`src/rtl/sprite_line_scanner.sv`:
```
// Per-scanline sprite attribute scheduler: walks all 128 sprite entries on each
// line strobe and streams one record per visible sprite over valid/ready.
module sprite_line_scanner #(
    parameter int MAX_HITS = 64
) (
    input  logic        clk_i,
    input  logic        rst_n_i,
    input  logic        line_start_i,
    input  logic [9:0]  line_i,
    output logic        rd_en_o,
    output logic [7:0]  rd_addr_o,
    input  logic [31:0] rd_data_i,
    output logic        spr_valid_o,
    input  logic        spr_ready_i,
    output logic [11:0] spr_addr_o,
    output logic        spr_mode_o,
    output logic [9:0]  spr_x_o,
    output logic        spr_hflip_o,
    output logic [1:0]  spr_z_o,
    output logic [3:0]  spr_coll_o,
    output logic [3:0]  spr_pal_o,
    output logic [1:0]  spr_width_o,
    output logic [5:0]  spr_row_o,
    output logic        busy_o,
    output logic        done_o,
    output logic        overflow_o
);

    typedef enum logic [2:0] {IDLE, FETCH1, EVAL, CAP, OUT, DONE} state_t;

    state_t      state_q, state_d;
    logic [9:0]  line_q, line_d;
    logic [6:0]  idx_q, idx_d;
    logic [7:0]  hits_q, hits_d;
    logic        ovf_q, ovf_d;
    logic        done_q, done_d;
    logic        valid_q, valid_d;
    logic [7:0]  rd_addr_q, rd_addr_d;
    logic [11:0] addr_q, addr_d;
    logic        mode_q, mode_d;
    logic [9:0]  x_q, x_d;
    logic        hflip_q, hflip_d;
    logic [1:0]  z_q, z_d;
    logic [3:0]  coll_q, coll_d;
    logic [3:0]  pal_q, pal_d;
    logic [1:0]  width_q, width_d;
    logic [5:0]  row_q, row_d;

    logic [6:0]  height;
    logic [9:0]  diff;
    logic [5:0]  row_calc;
    logic        hit, last, hs, cap_full;
    logic        unused_bits;

    // rd_data_i carries word1 during EVAL; vflip lives in word1[17]
    assign height   = 7'd8 << rd_data_i[31:30];
    assign diff     = line_q - rd_data_i[9:0];
    assign hit      = (rd_data_i[19:18] != 2'd0) && (diff < {3'b000, height});
    assign row_calc = rd_data_i[17] ? (height[5:0] - 6'd1 - diff[5:0]) : diff[5:0];
    assign last     = (idx_q == 7'd127);
    assign hs       = valid_q && spr_ready_i;
    assign cap_full = ((hits_q + 8'd1) == 8'(MAX_HITS)) && !last;
    assign unused_bits = ^{rd_data_i[15:10]};

    always_ff @(posedge clk_i or negedge rst_n_i) begin
        if (!rst_n_i) begin
            state_q <= IDLE;
        end else begin
            state_q <= state_d;
        end
    end

    always_comb begin
        state_d = state_q;
        case (state_q)
            IDLE:    if (line_start_i) state_d = FETCH1;
            FETCH1:  state_d = EVAL;
            EVAL:    state_d = hit ? CAP : (last ? DONE : FETCH1);
            CAP:     state_d = OUT;
            OUT:     if (hs) state_d = (cap_full || last) ? DONE : FETCH1;
            DONE:    state_d = IDLE;
            default: state_d = IDLE;
        endcase
        // a new strobe restarts the scan from any state
        if (line_start_i) state_d = FETCH1;
    end

    always_comb begin
        rd_en_o   = 1'b0;
        rd_addr_o = rd_addr_q;
        if (state_q == FETCH1) begin
            rd_en_o   = 1'b1;
            rd_addr_o = {idx_q, 1'b1};
        end else if (state_q == EVAL && hit) begin
            rd_en_o   = 1'b1;
            rd_addr_o = {idx_q, 1'b0};
        end
        busy_o = (state_q != IDLE);
    end

    always_comb begin
        line_d    = line_q;
        idx_d     = idx_q;
        hits_d    = hits_q;
        ovf_d     = ovf_q;
        valid_d   = valid_q;
        rd_addr_d = rd_addr_o;
        addr_d    = addr_q;
        mode_d    = mode_q;
        x_d       = x_q;
        hflip_d   = hflip_q;
        z_d       = z_q;
        coll_d    = coll_q;
        pal_d     = pal_q;
        width_d   = width_q;
        row_d     = row_q;
        done_d    = (state_q == DONE);
        if (line_start_i) begin
            line_d  = line_i;
            idx_d   = 7'd0;
            hits_d  = 8'd0;
            ovf_d   = 1'b0;
            valid_d = 1'b0;
        end else begin
            case (state_q)
                EVAL: begin
                    if (hit) begin
                        hflip_d = rd_data_i[16];
                        z_d     = rd_data_i[19:18];
                        coll_d  = rd_data_i[23:20];
                        pal_d   = rd_data_i[27:24];
                        width_d = rd_data_i[29:28];
                        row_d   = row_calc;
                    end else if (!last) begin
                        idx_d = idx_q + 7'd1;
                    end
                end
                CAP: begin
                    addr_d  = rd_data_i[11:0];
                    mode_d  = rd_data_i[15];
                    x_d     = rd_data_i[25:16];
                    valid_d = 1'b1;
                end
                OUT: begin
                    if (hs) begin
                        valid_d = 1'b0;
                        hits_d  = hits_q + 8'd1;
                        if (cap_full)   ovf_d = 1'b1;
                        else if (!last) idx_d = idx_q + 7'd1;
                    end
                end
                default: ;
            endcase
        end
    end

    always_ff @(posedge clk_i or negedge rst_n_i) begin
        if (!rst_n_i) begin
            line_q    <= '0;
            idx_q     <= '0;
            hits_q    <= '0;
            ovf_q     <= 1'b0;
            done_q    <= 1'b0;
            valid_q   <= 1'b0;
            rd_addr_q <= '0;
            addr_q    <= '0;
            mode_q    <= 1'b0;
            x_q       <= '0;
            hflip_q   <= 1'b0;
            z_q       <= '0;
            coll_q    <= '0;
            pal_q     <= '0;
            width_q   <= '0;
            row_q     <= '0;
        end else begin
            line_q    <= line_d;
            idx_q     <= idx_d;
            hits_q    <= hits_d;
            ovf_q     <= ovf_d;
            done_q    <= done_d;
            valid_q   <= valid_d;
            rd_addr_q <= rd_addr_d;
            addr_q    <= addr_d;
            mode_q    <= mode_d;
            x_q       <= x_d;
            hflip_q   <= hflip_d;
            z_q       <= z_d;
            coll_q    <= coll_d;
            pal_q     <= pal_d;
            width_q   <= width_d;
            row_q     <= row_d;
        end
    end

    assign spr_valid_o = valid_q;
    assign spr_addr_o  = addr_q;
    assign spr_mode_o  = mode_q;
    assign spr_x_o     = x_q;
    assign spr_hflip_o = hflip_q;
    assign spr_z_o     = z_q;
    assign spr_coll_o  = coll_q;
    assign spr_pal_o   = pal_q;
    assign spr_width_o = width_q;
    assign spr_row_o   = row_q;
    assign done_o      = done_q;
    assign overflow_o  = ovf_q;

endmodule

```
`config.mk`:
```
export PLATFORM = sky130hd
export DESIGN_NAME = sprite_line_scanner
export DESIGN_NICKNAME = d
export VERILOG_FILES = /design/src/rtl/sprite_line_scanner.sv
export SDC_FILE = /design/constraint.sdc
export NUM_CORES = 1
export LEC_CHECK = 0
export CORE_MARGIN = 2
export CORE_UTILIZATION = 51
export DETAILED_ROUTE_END_ITERATION = 12
export PLACE_DENSITY = 0.78
export SKIP_CTS_REPAIR_TIMING = 1
export SLEW_MARGIN = 20
export SYNTH_ARGS = -nofsm -noshare
export SYNTH_HDL_FRONTEND = slang
export SYNTH_SLANG_ARGS = --single-unit
```
`constraint.sdc`:
```
create_clock -name clk_i -period 7 [get_ports clk_i]
set_input_delay 1.4 -clock clk_i [delete_from_list [all_inputs] [get_ports clk_i]]
set_output_delay 1.4 -clock clk_i [all_outputs]
set_load 0.005 [all_outputs]
```
## Word-level counts from Yosys, hierarchy flattened

Cells that the tools add are included.

- Bits in registers: 81
- Output and inout bits: 55
- Bits of input ports: 46
- Logic and storage cells: 84

- $lt $le $gt $ge: 1
- Eq/ne operators: 11
- Reduce and logical (&&, ||, !) cells: 21
- Shifts and indexed selects: 1
- Bitwise gates (word level): 1
- Add/subtract/negate cells: 5
- Mux-type cells: 27

Operator list:

| operator | count |
|---|---|
| 8-bit 2-to-1 mux | 5 |
| 7-bit 2-to-1 mux | 5 |
| 3-bit 2-to-1 mux | 5 |
| 3-bit one-hot mux with 5 select lines | 1 |
| 7-bit one-hot mux with 2 select lines | 1 |
| 10-bit by 7-bit less-than comparator with 1-bit output | 1 |
| 10-bit subtractor | 1 |
| 3-bit != test, second input constant | 3 |
| 3-bit nonzero test | 3 |
| 8-bit by 1-bit adder with 8-bit output, second input constant | 1 |
| 8-bit by 7-bit equality test with 1-bit output, second input constant | 1 |
| 1-bit 2-to-1 mux | 8 |
| 2-bit AND reduction | 4 |
| 2-bit nonzero test | 4 |
| 7-bit by 1-bit adder with 7-bit output, second input constant | 1 |
| 7-bit equality test, second input constant | 1 |
| 4-bit by 2-bit << shifter with 7-bit output, first input constant | 1 |
| 3-bit by 2-bit equality test with 1-bit output, second input constant | 2 |
| 3-bit equality test, second input constant | 2 |
| 6-bit 2-to-1 mux | 1 |
| 3-bit AND reduction | 2 |
| 6-bit by 1-bit subtractor with 6-bit output, second input constant | 1 |
| 6-bit subtractor | 1 |
| 1-bit logical AND | 4 |
| 8 further kinds | 8 |

## Logic depth before layout (Yosys ltp)

Gate-level depths: netlist of run 1.

- Depth after elaboration: 8
- Gate-level depth with buffers: 19
- Mapped depth without buffers: 17

## Worst setup path before layout of run 1

No wires, ideal clock.

- Kind: input port to output port
- Start point: in rd_data_i[0]
- End point: out rd_addr_o[1]
- Buffers on the path: 2
- Stages: 17
- Data arrival time: 4437 ps
- Slack: 1163 ps
- Required time: 5600 ps
- Cells stage by stage: ha_1 inv_1 fa_1 a211oi_2 nor2_1 o21a_1 nor2_1 xnor2_1 ha_1 a21oi_1 o211ai_1 a311oi_1 nand4_1 a2111o_1 buf_2 clkbuf_1 o211ai_1

- Cells in the longest elaborated chain, start to end: 6

RTL lines:

| element | line | RTL |
|---|---|---|
| from (decl) | 12 | `input logic [31:0] rd_data_i,` |
| 10-bit subtractor | 57 | `assign diff = line_q - rd_data_i[9:0];` |
| 10-bit by 7-bit less-than comparator with 1-bit output | 58 | `assign hit = (rd_data_i[19:18] != 2'd0) && (diff < {3'b000, height});` |
| 1-bit logical AND | 58 |  |
| 1-bit logical AND | 94 | `end else if (state_q == EVAL && hit) begin` |
| 8-bit 2-to-1 mux | 94 |  |
| 8-bit 2-to-1 mux | 91 | `if (state_q == FETCH1) begin` |
| to (decl) | 11 | `output logic [7:0] rd_addr_o,` |

No other way between the ends.

## Final worst setup path of run 1

- Start point: in rd_data_i[0]
- End point: out rd_en_o

- Cells in the longest elaborated chain, start to end: 6

RTL lines:

| element | line | RTL |
|---|---|---|
| 10-bit subtractor | 57 |  |
| 10-bit by 7-bit less-than comparator with 1-bit output | 58 |  |
| 1-bit logical AND | 58 |  |
| 1-bit logical AND | 94 |  |
| 1-bit 2-to-1 mux | 94 |  |
| 1-bit 2-to-1 mux | 91 |  |
| to (decl) | 10 | `output logic rd_en_o,` |

No other way between the ends.

==> results of run 1 <==
worst register-to-register path: stages (launching register included):
cell	delay (ns)
dfrtp_1	0.37
inv_1	0.07
ha_1	0.17
inv_1	0.06
fa_2	0.38
a211oi_4	0.29
nor2_2	0.10
o21a_1	0.18
nor2_2	0.08
xnor2_1	0.07
ha_1	0.33
a21oi_2	0.14
o211ai_1	0.11
a311oi_1	0.22
nand4_1	0.11
a2111o_1	0.39
buf_6	0.17
buf_4	0.19
nor2_1	0.26
buf_4	0.23
mux2_2	0.34
metal layers:
metal | vias to the layer above | GRT usage | share of wire
li1 | 1704 | - | -
met3 | 8 | 0.0655 | 0.063
met4 | 0 | 0.0545 | 0.0066
met1 | 1744 | 0.269 | 0.43
met2 | 101 | 0.367 | 0.50
met5 | - | 0 | 0
flip-flops by register name, summed over array words and instances (netlist names):
| register | flops |
|---|---|
| state_q | 3 |
| spr_valid_o | 1 |
| line_q | 10 |
| overflow_o | 1 |
| spr_mode_o | 1 |
| spr_row_o | 6 |
| spr_width_o | 2 |
| hits_q | 8 |
| spr_pal_o | 4 |
| rd_addr_q | 8 |
| done_o | 1 |
| idx_q | 7 |
| spr_x_o | 10 |
| spr_coll_o | 4 |
| spr_hflip_o | 1 |
| spr_addr_o | 12 |
| spr_z_o | 2 |
through the flow:
stage,std cells,TNS (ns)
after global placement,614,0
after detailed placement,614,0
after CTS,630,-0.00702
after global routing,631,-0.140
after floorplan,425,0
final,631,0
synth_stat cells (2+ instances only):
cell	instances	area share
a211oi_1	2	0.0034
a21o_1	3	0.0051
a21oi_1	10	0.011
a22o_1	7	0.014
a22oi_1	7	0.012
and2_1	3	0.0042
and3_1	2	0.0028
buf_2	3	0.0034
clkbuf_1	16	0.013
dfrtp_1	81	0.46
ha_1	17	0.048
inv_1	19	0.016
mux2_1	7	0.018
mux2_2	36	0.091
mux2_4	6	0.020
mux2i_1	3	0.0067
nand2_1	37	0.031
nand2b_1	7	0.0098
nand3_1	8	0.0090
nand3b_1	8	0.013
nand4_1	4	0.0056
nor2_1	34	0.029
nor3_1	11	0.012
nor4_1	5	0.0070
o211ai_1	11	0.019
o21a_1	5	0.0084
o21ai_0	16	0.018
o21ai_1	2	0.0022
o21bai_1	3	0.0051
o311ai_0	2	0.0039
o32a_1	3	0.0067
or2_2	3	0.0042
or3_1	3	0.0042
xnor2_1	11	0.022
xor2_1	8	0.016
cell type report:
cell class | instances | area [um^2] | area share
Multi-Input combinational cell | 304 | 2280 | 0.398
Sequential cell | 81 | 2030 | 0.353
Timing Repair Buffer | 103 | 1030 | 0.180
Tap cell | 108 | 135 | 0.0235
Clock buffer | 9 | 124 | 0.0216
Inverter | 19 | 71.3 | 0.0124
Clock inverter | 7 | 67.6 | 0.0118
how the worst max path moves through the flow:
stage                              end  cells after the start  slack (ns)         start
final                          rd_en_o                     19        0.09  rd_data_i[0]
after global routing           rd_en_o                     19       -0.09  rd_data_i[0]
after CTS                      rd_en_o                     19      -0.007  rd_data_i[0]
after detailed placement       rd_en_o                     19        0.06  rd_data_i[0]
after global placement    rd_addr_o[7]                     18        0.08  rd_data_i[0]
after floorplan           rd_addr_o[1]                     17        1.16  rd_data_i[0]
power groups by stage:
stage               clock (W)  sequential (W)  combinational [W]
finish               0.000336        0.000601           0.000432
global route         0.000363        0.000613           0.000471
CTS                  0.000347        0.000601           0.000432
detailed placement          0        0.000609           0.000430
global placement            0        0.000604           0.000420
floorplan                   0        0.000603           0.000203
kinds of logic (layout without fill, tap and decap cells):
| family | Yosys count | after routing | synth area share |
|---|---|---|---|
| fa+ha+maj | 18 | 18 | 0.0523 |
| flops | 81 | 81 | 0.455 |
| compound gates | 86 | 86 | 0.141 |
| xor+xnor | 19 | 19 | 0.0374 |
| mux | 52 | 52 | 0.136 |
| simple gates | 129 | 129 | 0.141 |
| buf+inv | 40 | 138 | 0.0371 |
==> results.cfg, run 1 <==
[setup_path]
cp_top_family = compound AO/OA/AOI/OAI gates
r2r_end = spr_row_o[2]
r2r-start = line_q[0]
reg2reg_depth = 20
r2r_setup_slack_ns = 2.62
cp_cell_sequence = clkdlybuf4s50_1 > ha_1 > inv_1 > fa_2 > a211oi_4 > nor2_2 > o21a_1 > nor2_2 > xnor2_1 > ha_1 > a21oi_2 > o211ai_1 > a311oi_1 > nand4_1 > a2111o_1 > buf_6 > o21a_1 > nor2_1 > clkdlybuf4s50_1
worst-path-buf-inv = 4
critPathKind = input port to primary output
cp.arrival_ns = 5.51
endpoint_kind = primary output
cp-start-kind = input port
cp_slowest_cell = clkdlybuf4s50_1
crit_fanout = 17
slowest_delay_ns = 0.51
required_ns = 5.60

[drt]
routed-via-count = 3557
dr.pass1.iters = 4
postRouteAntennaNets = 0
drcViolationCount = 0
drt_iter0_drc = 101
vias_per_cell = 5.64
routed_wl_mm = 9.83
wl_per_cell_um = 15.6

[worst_hold_path]
holdPathStages = 1
min_from = spr_row_o[3]
hp-class = flop to flop
min_to = spr_row_o[3]

[power_and_ir_drop]
p_int_w = 0.000953
switching_share = 0.304
p_sw_w = 0.000416
p_leak_nw = 2.51
power_density_mw_per_mm2 = 238
p_comb_frac = 0.315
power.share.sequential = 0.439
clkPwrFrac = 0.246
vdd_drop_max_mv = 0.162
p_total_w = 0.00137

[synthesis]
syn_avg_cell_area_um2 = 10.5
synthArstFlopShare = 1.00
synth.distinct_cells = 57
syn_area_mm2 = 0.00445
yosys_warnings = 0
ys.flop_type = dfrtp_1
synth_nets = 489
synth_edf_count = 0
ys_ff_latch = 81
netlist_instances = 425
synth_seq_area_share = 0.455

[global_routing]
grt_max_degree = 82
track_usage = 0.215
antenna_found_initial = 0
globalRouteOverflowTotal = 0
grt_pass1_wl_mm = 17.0
grt_pass1_vias = 3611

[run]
drv_cap = 0

[clock_tree]
cts-root-buf = clkbuf_8
cts_sinks = 81
clk_latency_ns = 0.36
path_clk_slew_ns = 0.08
cts_max_path_buffers = 2
cts_htree_levels = 3
cts_buffers = 9
cts_tree = done

[cells_and_area]
design_area_mm2 = 0.00574
layout-drive-gt1-share = 0.149
syn_to_final_growth_pct = 29.0
nFillCells = 686
diodes = 0
final_util = 0.668
fin_nets = 582
mostFrequentLayoutCells = 91 x clkdlybuf4s50_1, 81 x dfrtp_1, 37 x nand2_1
final_common_cell = clkdlybuf4s50_1

[timing]
hold_violations = 0
tightest_slew_ns = 0.842
rsz0062_at_grt = yes
final_max_slew_viol_count = 0
fin_ws_ns = 0.0854
fin_worst_skew_ns = 0.0105
slew_headroom = 0.434
setup_viol = 0
whs_ns = 0.489
min_period_ns = 6.91
min_period_over_period = 0.988
fmax_mhz = 145

[floorplan]
io_pins = 101
die_x_um = 97.4
die-area_mm2 = 0.00949
rows = 34
start_util = 0.518
fp.dieH_um = 97.4
fp.coreArea_mm2 = 0.00859

[place]
dp_slack_ns = 0.0613
placed_area_mm2 = 0.00550
portBuffers = 97
gp_congestion = 0.851
hpwl_mm = 6.96

[run_status]
outcome = finished, final reports clean
No activity file was read; power rests on OpenSTA's default activity.
==> inputs of run 2 (changes only) <==
CORE_ASPECT_RATIO = 0.75   (was not set)
CORE_UTILIZATION = 28   (was 51)
PLACE_DENSITY = 0.47   (was 0.78)
SLEW_MARGIN = not set   (was 20)
==> results.cfg, run 2 (same netlist as run 1, synthesis figures left out) <==
[run_status]
outcome = finished, final reports clean

[global_routing]
antenna_found_initial = 0
track_usage = 0.144
grt_pass1_vias = 3678
grt_pass1_wl_mm = 19.4
grt_max_degree = 53
globalRouteOverflowTotal = 0

[timing]
min_period_over_period = 0.940
fin_worst_skew_ns = 0.0112
fmax_mhz = 152
rsz0062_at_grt = no
setup_viol = 0
slew_headroom = 0.437
fin_ws_ns = 0.421
final_max_slew_viol_count = 0
hold_violations = 0
min_period_ns = 6.58
tightest_slew_ns = 0.838

[clock_tree]
clk_latency_ns = 0.34
cts-root-buf = clkbuf_16
cts_buffers = 9
cts_sinks = 81
cts_max_path_buffers = 2
path_clk_slew_ns = 0.06
cts_tree = done
cts_htree_levels = 3

[drt]
dr.pass1.iters = 4
postRouteAntennaNets = 0
drcViolationCount = 0
routed-via-count = 3526
vias_per_cell = 4.82
routed_wl_mm = 11.5
drt_iter0_drc = 150
wl_per_cell_um = 15.7

[setup_path]
critPathKind = input port to primary output
r2r-start = line_q[0]
cp-start-kind = input port
endpoint_kind = primary output
r2r_setup_slack_ns = 2.64
crit_fanout = 30
cp.arrival_ns = 5.18
reg2reg_depth = 19
r2r_end = spr_pal_o[2]
required_ns = 5.60

[place]
gp_congestion = 0.786
hpwl_mm = 7.96
dp_slack_ns = -0.0344
portBuffers = 97
dp_cells = 712

[worst_hold_path]
min_from = spr_width_o[0]
hp-class = flop to flop
min_to = spr_width_o[0]
holdPathStages = 1

[cells_and_area]
fin_nets = 586
syn_to_final_growth_pct = 35.5
diodes = 0
final_common_cell = clkdlybuf4s50_1
nFillCells = 1553
mostFrequentLayoutCells = 87 x clkdlybuf4s50_1, 81 x dfrtp_1, 37 x nand2_1
final_cells = 732
layout-drive-gt1-share = 0.159
largest_reg_flops = 12

[floorplan]
start_util = 0.290
rows = 39
fp.coreArea_mm2 = 0.0154
fp.dieH_um = 113
die_x_um = 150
die-area_mm2 = 0.0169
io_pins = 101

[power_and_ir_drop]
p_total_w = 0.00155
power_density_mw_per_mm2 = 257
p_leak_nw = 2.63
vdd_drop_max_mv = 0.111

[run]
drv_cap = 0
run 2: worst max path at each step:
stage / start / to
3_3_place_gp: rd_data_i[0] / rd_addr_o[1]
5_1_grt: rd_data_i[0] / rd_addr_o[3]
4_1_cts: rd_data_i[0] / rd_addr_o[1]
6_report: rd_data_i[0] / rd_addr_o[3]
3_5_place_dp: rd_data_i[0] / rd_addr_o[1]
2_1_floorplan: rd_data_i[0] / rd_addr_o[1]
run 2: layer usage:
| metal | part of all wire | GRT usage | vias up | wire, um |
|---|---|---|---|---|
| li1 | - | - | 1721 | - |
| met1 | 0.49 | 0.198 | 1701 | 5620 |
| met2 | 0.42 | 0.214 | 94 | 4840 |
| met3 | 0.080 | 0.0641 | 10 | 921 |
| met4 | 0.0070 | 0.0222 | 0 | 80 |
| met5 | 0 | 0 | - | 0 |
run 2: cell type report:
cell class	instances	area (um^2)	share of cell area
Multi-Input combinational cell	304	2290	0.380
Sequential cell	81	2030	0.336
Clock inverter	6	70.1	0.0116
Tap cell	205	256	0.0425
Clock buffer	10	239	0.0396
Timing Repair Buffer	107	1080	0.179
Inverter	19	71.3	0.0118
run 2: stage by stage:
step,area (um^2),TNS [ns],hold WS [ns],utilization
floorplan,4450,0,0.483,-
global placement,5640,0,0.469,0.367
detailed placement,5640,-0.0344,0.480,0.367
CTS,5950,-0.122,0.491,0.387
global route,6030,0,0.501,0.392
finish,6030,0,0.486,0.392
run 2: critical path: stages:
cell,delay (ns)
clkdlybuf4s50_1,0.50
ha_2,0.19
inv_1,0.05
fa_2,0.37
a211oi_4,0.26
nor2_2,0.08
o21a_1,0.18
nor2_2,0.10
xnor2_1,0.14
ha_1,0.28
nand2_1,0.10
o32ai_1,0.09
a311oi_1,0.26
nand4_1,0.13
a2111o_1,0.44
buf_12,0.18
o211ai_1,0.26
dlymetal6s2s_1,0.17
run 2: where the power goes:
| group | total [W] | leakage, nW | internal [W] | switching (W) |
|---|---|---|---|---|
| Combinational | 0.000447 | 1.43 | 0.000273 | 0.000174 |
| Sequential | 0.000603 | 1.04 | 0.000549 | 0.0000541 |
| Clock | 0.000499 | 0.154 | 0.000291 | 0.000208 |
| Total | 0.00155 | 2.63 | 0.00111 | 0.000436 |
